==> config.mk <==
export PLATFORM = sky130hd
export DESIGN_NAME = mdu_div
export DESIGN_NICKNAME = d
export VERILOG_FILES = /design/src/rtl/mdu_div.sv
export SDC_FILE = /design/constraint.sdc
export NUM_CORES = 1
export LEC_CHECK = 0
export CORE_UTILIZATION = 24
export CTS_BUF_LIST = sky130_fd_sc_hd__clkbuf_4
export DETAILED_ROUTE_END_ITERATION = 6
export REMOVE_ABC_BUFFERS = 1
export SETUP_SLACK_MARGIN = 0.02
export SLEW_MARGIN = 15
export SYNTH_ARGS = -nofsm -noshare
export SYNTH_HDL_FRONTEND = slang
export SYNTH_SLANG_ARGS = --single-unit
==> constraint.sdc <==
create_clock -name clk -period 4.8 [get_ports clk]
set_input_delay 0.72 -clock clk [delete_from_list [all_inputs] [get_ports clk]]
set_output_delay 0.72 -clock clk [all_outputs]
set_load 0.03 [all_outputs]
==> src/rtl/mdu_div.sv <==
// Multi-cycle signed/unsigned restoring divider returning {hi=remainder, lo=quotient}.
// Optional macro DIV_ZERO_FAST_EN: a zero divisor skips iteration and completes in one cycle.
module mdu_div #(
   parameter int unsigned WIDTH = 32
) (
   input  logic             clk,
   input  logic             rst,
   input  logic             start,
   input  logic             signed_div,
   input  logic [WIDTH-1:0] opa,
   input  logic [WIDTH-1:0] opb,
   input  logic             annul,
   output logic             stall,
   output logic             ready,
   output logic [WIDTH-1:0] hi,
   output logic [WIDTH-1:0] lo
);

   localparam int unsigned CntW = $clog2(WIDTH) + 1;
   localparam logic [CntW-1:0] LastCnt = CntW'(WIDTH - 1);

   typedef enum logic [1:0] {StIdle, StBusy, StDone} state_e;

   state_e           state_q, state_d;
   logic [CntW-1:0]  cnt_q, cnt_d;
   logic [WIDTH-1:0] rem_q, rem_d;
   logic [WIDTH-1:0] dvd_q, dvd_d;
   logic [WIDTH-1:0] dvs_q, dvs_d;
   logic [WIDTH-1:0] hi_q, hi_d;
   logic [WIDTH-1:0] lo_q, lo_d;
   logic             qneg_q, qneg_d;
   logic             rneg_q, rneg_d;
   logic             dz_q, dz_d;

   logic             accept;
   logic [WIDTH-1:0] abs_a, abs_b;
   logic [WIDTH:0]   rem_sh, rem_sub;
   logic [WIDTH-1:0] res_hi, res_lo;

   // Partial remainder is kept one bit wider during the compare so that divisors with the
   // top bit set (unsigned) cannot overflow the shifted remainder.
   always_comb begin
      accept  = start & ~annul;
      abs_a   = (signed_div & opa[WIDTH-1]) ? -opa : opa;
      abs_b   = (signed_div & opb[WIDTH-1]) ? -opb : opb;
      rem_sh  = {rem_q, dvd_q[WIDTH-1]};
      rem_sub = rem_sh - {1'b0, dvs_q};
      res_lo  = dz_q ? '1 : (qneg_q ? -dvd_q : dvd_q);
      res_hi  = rneg_q ? -rem_q : rem_q;
   end

   always_comb begin
      state_d = state_q;
      cnt_d   = cnt_q;
      rem_d   = rem_q;
      dvd_d   = dvd_q;
      dvs_d   = dvs_q;
      hi_d    = hi_q;
      lo_d    = lo_q;
      qneg_d  = qneg_q;
      rneg_d  = rneg_q;
      dz_d    = dz_q;
      unique case (state_q)
         StIdle: begin
            if (accept) begin
               rem_d   = '0;
               dvd_d   = abs_a;
               dvs_d   = abs_b;
               qneg_d  = signed_div & (opa[WIDTH-1] ^ opb[WIDTH-1]);
               rneg_d  = signed_div & opa[WIDTH-1];
               dz_d    = (opb == '0);
               cnt_d   = '0;
               state_d = StBusy;
`ifdef DIV_ZERO_FAST_EN
               // Iterating by zero leaves rem=|opa|; preload it so the result is identical.
               if (opb == '0) begin
                  rem_d   = abs_a;
                  state_d = StDone;
               end
`else
`endif
            end
         end
         StBusy: begin
            if (annul) begin
               state_d = StIdle;
            end else begin
               rem_d = rem_sub[WIDTH] ? rem_sh[WIDTH-1:0] : rem_sub[WIDTH-1:0];
               dvd_d = {dvd_q[WIDTH-2:0], ~rem_sub[WIDTH]};
               cnt_d = cnt_q + CntW'(1);
               if (cnt_q == LastCnt) begin
                  state_d = StDone;
               end
            end
         end
         StDone: begin
            state_d = StIdle;
            if (!annul) begin
               hi_d = res_hi;
               lo_d = res_lo;
            end
         end
         default: state_d = StIdle;
      endcase
   end

   always_comb begin
      stall = rst & ((state_q == StBusy) | ((state_q == StIdle) & accept));
      ready = (state_q == StDone) & ~annul;
      hi    = ready ? res_hi : hi_q;
      lo    = ready ? res_lo : lo_q;
   end

   always_ff @(posedge clk or negedge rst) begin
      if (!rst) begin
         state_q <= StIdle;
         cnt_q   <= '0;
         rem_q   <= '0;
         dvd_q   <= '0;
         dvs_q   <= '0;
         hi_q    <= '0;
         lo_q    <= '0;
         qneg_q  <= 1'b0;
         rneg_q  <= 1'b0;
         dz_q    <= 1'b0;
      end else begin
         state_q <= state_d;
         cnt_q   <= cnt_d;
         rem_q   <= rem_d;
         dvd_q   <= dvd_d;
         dvs_q   <= dvs_d;
         hi_q    <= hi_d;
         lo_q    <= lo_d;
         qneg_q  <= qneg_d;
         rneg_q  <= rneg_d;
         dz_q    <= dz_d;
      end
   end

endmodule

Word-level counts from Yosys, hierarchy flattened
Index checks and enable logic that the tools add are counted.
Storage, ports and cells
  register bits: 171
  input bits: 69
  output and inout port bits: 66
  logic and storage cells: 61
Operators by class
  add/sub/neg operators: 6
  equality and inequality tests: 6
  multiplexer cells: 21
  bitwise logic cells: 11
  reductions and logical operators: 7
Operators by type and width (count)
  32-bit two-way mux: 12
  32-bit negator: 4
  32-bit case mux with 2 select lines: 2
  33-bit by 32-bit subtractor with 33-bit output: 1
  32-bit zero test: 1
  6-bit two-way mux: 2
  6-bit case mux with 2 select lines: 1
  1-bit AND: 7
  6-bit by 1-bit adder with 6-bit output, second input constant: 1
  6-bit by 5-bit equality test with 1-bit output, second input constant: 1
  2-bit two-way mux: 3
  2-bit AND reduction: 3
  2-bit != test, second input constant: 2
  2-bit case mux with 2 select lines: 1
  3-bit != test, second input constant: 1
  3-bit AND reduction: 1
  2-bit by 1-bit equality test with 1-bit output, second input constant: 1
  2-bit equality test, second input constant: 1
  2-bit zero test: 1
  1-bit inverter: 2
  2-bit nonzero test: 1
  1-bit OR: 1
  1-bit XOR: 1

Logic depth before layout (Yosys ltp)
  word-level depth: 5
  depth in mapped cells: 14
  mapped depth without buffers: 12

Worst setup path after synthesis
Ideal clock, no wire load.
  path kind: register -> output
  start: register dvd_q[2]
  end: output lo[25]
  arrival time: 3.326 ns
  data required time: 4.080 ns
  path slack: 0.754 ns
  stages on the path, launching flop included: 10
  buffers on the path: 1
  cells stage by stage: dfrtp_1 -> or3_1 -> or3_4 -> or4_4 -> or3_1 -> buf_2 -> or4_4 -> o31ai_1 -> xor2_1 -> a21oi_1
Between the ends
  cells in the longest elaborated chain, start to end: 4
Ends and longest elaborated chain
  start: declaration: line 27  | logic [WIDTH-1:0] dvd_q, dvd_d;
  start signal: assignment: line 130  | dvd_q <= dvd_d;
  32-bit negator: line 48  | res_lo = dz_q ? '1 : (qneg_q ? -dvd_q : dvd_q);
  32-bit two-way mux (2 in a row): line 48
  32-bit two-way mux: line 111  | lo = ready ? res_lo : lo_q;
  end: declaration: line 16  | output logic [WIDTH-1:0] lo
Every way passes these cells.

Worst setup path after layout
  start: register dvd_q[2]
  end: output lo[31]
Same word-level chain as after synthesis.

==> impl_metrics.tcl <==
set metrics [dict create \
    grt_pass1_wl_um 51920 \
    critPathLaunchType "flop" \
    grt_antenna_before_repair 14 \
    routed_wirelength_um 32540 \
    grt_max_degree 83 \
    synth_top_flop_cell "dfrtp_1" \
    sum_of_negative_setup_slack_ns 0 \
    synth_async_sr_flop_share 1.000 \
    timing_worst_setup_path_type "flop to output pin" \
    highest_count_cells_in_the_layout_ignoring_fill_and_taps "dfrtp_1, nor2_1, nand2_1" \
    cts_buffers 17 \
    maxSlewHeadroom 0.2899 \
    syn-mean-instance-area_um2 8.331 \
    regToRegSetupSlack_ns 0.99 \
    root_cell_of_the_clock_tree "clkbuf_4" \
    rr_endpoint "rem_q[23]" \
    grt_pass1_vias 9409 \
    wl_per_cell_um 15.87 \
    worst_path_max_delay_cell "or4_4" \
    max_slew.worst_pin.slew_ns 1.065 \
    area_growth_pct 23.09 \
    cp_arrival_ns 3.90 \
    io_pins 135 \
    io_buffer_count 134 \
    synth-seq-area-share 0.3897 \
    utilization 0.2985 \
    worstReg2RegStart "dvd_q[31]" \
    path_max_fanout 5 \
    final_layout_size_suffix_gt1_frac 0.08449 \
    power.ir.vdd_worst_uv 196.5 \
    worst_reg2reg_path_length_in_cells 14 \
    worst_setup_path_endpoint "lo[31]" \
    worstPathCellList "or3_1, or3_4, or4_4, or3_1, or4_4, o41ai_4, xnor2_1, a21oi_2, clkbuf_4" \
    place_hpwl_um 25020 \
    drv_cap 0 \
    worst_setup_hold_path_clk_slew_ns 0.14 \
    worst_skew_pair.late_latency_ns 0.64 \
    synth.distinct_cells 58 \
    worstSetupEndpointType "output pin" \
    timing.final.crit_period_ns 4.616 \
    status "completed" \
    min-delay-path-class "flop to flop" \
    critical_path_depth 9 \
    power_leakage_uw 0.005840 \
    synth-edff-count 0 \
    synthCells 1318 \
    setup_viol 0 \
    worst_path_largest_cell_delay_ns 0.50 \
    htree_levels 4 \
    firstDrtPassIters 5 \
    drt-initial-drc-count 636 \
    die_w_um 215.9 \
    antenna_violating_nets_post_route 0 \
    crit_path_start "dvd_q[2]" \
    preCtsSetupSlack_ns 0.1515 \
    clock_sinks 171 \
    endpoints_failing_hold 0 \
    worstPathBufferInverterCount 1 \
    unrepaired_setup_endpoints_after_global_routing "true" \
    fp.coreArea_um2 45280 \
    synth.yosys.warnings 0 \
    netlist_area_um2 10980 \
    cts_max_path_buffers 2 \
    global_route.overflow_total 0 \
    cts_tree "done" \
    power-per-cell-area_nw_per_um2 443.9 \
    vias 9753 \
    gr-usage-all-layers 0.1402 \
    final_min_period_over_clock_period 0.9617 \
    ys_seq_elements 171 \
    initial_core_util 0.2425 \
    die_height_um 215.9 \
    crit_family "simple AND/OR/NAND/NOR gates" \
    fin_skew_ns 0.02241 \
    layout_commonest_cell "dfrtp_1" \
    vias_per_cell 4.755 \
    fin_nets 1538 \
    maxSlewViolCount 0 \
    rows 78 \
    maxClockFrequency_mhz 216.6 \
    n_fill_cell 4847 \
    fin_total_pwr_uw 5999 \
    drc_errors 0 \
    setup_ws_ns 0.1840 \
    gpl.final_weighted_congestion 0.8844 \
    floorplan_die_area_um2 46610 \
    required_ns 4.08 \
]
report_power, final:
group	switching [uW]	internal, uW
logic	1700	1190
clock network	530	525
registers	384	1670
state kept, by name, summed over array words and instances (netlist names):
name	flops
cnt_q	6
dvs_q	32
lo_q	32
qneg_q	1
dvd_q	32
rneg_q	1
hi_q	32
dz_q	1
state_q	2
rem_q	32
worst min-delay path by stage:
stage	cells after the start	to	slack, ns	start
after floorplan	0	cnt_q[0]	0.42	rst
after global placement	2	dvs_q[21]	0.46	dvs_q[21]
after detailed placement	2	dvs_q[28]	0.47	dvs_q[28]
after CTS	2	dvs_q[19]	0.50	dvs_q[19]
after global routing	2	dvs_q[13]	0.52	dvs_q[13]
final	2	dvs_q[14]	0.49	dvs_q[14]
Yosys cell counts (7+ instances only):
master	n	area share
or4_1	14	0.0096
nand2_1	142	0.049
nor2_1	146	0.050
ha_1	37	0.042
o41ai_1	16	0.013
buf_1	8	0.0027
o31ai_1	34	0.023
a31oi_1	11	0.0063
xnor2_1	38	0.030
xor2_1	109	0.087
a32oi_1	8	0.0064
inv_1	44	0.015
nand3_1	51	0.023
a21oi_1	138	0.063
nor4_1	12	0.0068
nand2b_1	7	0.0040
clkbuf_1	59	0.020
a21o_1	10	0.0068
or3_1	16	0.0091
dfrtp_1	171	0.39
o21ai_0	124	0.057
nor2b_1	9	0.0051
a221o_1	7	0.0064
nor3_1	19	0.0087
metal layers:
metal,part of all wire,global-route usage,vias to the layer above
met3,0.051,0.03495,55
met5,0.0031,0,-
met1,0.47,0.1889,4609
li1,-,-,4904
met2,0.45,0.2159,169
met4,0.024,0.05117,16
cell type report:
type | count | area [um2] | share of cell area
multi-input combinational | 1034 | 6395 | 0.4732
clock buffer | 19 | 142.6 | 0.01055
timing repair buffer | 163 | 1541 | 0.1141
antenna | 7 | 17.52 | 0.001296
inverter | 44 | 165.2 | 0.01222
tap | 600 | 750.7 | 0.05555
clock inverter | 13 | 222.7 | 0.01648
sequential | 171 | 4280 | 0.3167
per-stage QoR:
| step | instance area (um2) | cells | hold slack [ns] |
|---|---|---|---|
| after floorplan | 10720 | 1249 | 0.4244 |
| after global placement | 13080 | 2008 | 0.4624 |
| after detailed placement | 13080 | 2008 | 0.4726 |
| after CTS | 13420 | 2041 | 0.5045 |
| after global routing | 13510 | 2050 | 0.5244 |
| final | 13520 | 2051 | 0.4937 |
logic make-up (layout without fill, tap and decap cells):
group | after synthesis | count (layout) | synth area share
simple gates | 455 | 455 | 0.1922
compound gates | 388 | 388 | 0.2124
flops | 171 | 171 | 0.3897
xor+xnor | 147 | 147 | 0.1173
buf+inv | 113 | 239 | 0.03886
fa+ha+maj | 38 | 38 | 0.04398
mux | 6 | 6 | 0.005584
other cells | 0 | 7 | 0
repair_timing:
item,4_1_cts,5_1_grt
hold endpoints to repair,48,0
pin swaps,0,5
hold buffers,1,0
setup buffers,0,3
resized for setup,79,56
endpoints found under the setup margin,27,29
worst min-delay path, cell delays in order, from the launching register on:
cell and delay (ns):
dfrtp_1 0.37, nand2_1 0.05, o21ai_0 0.06
(Power assumes the default switching activity.)
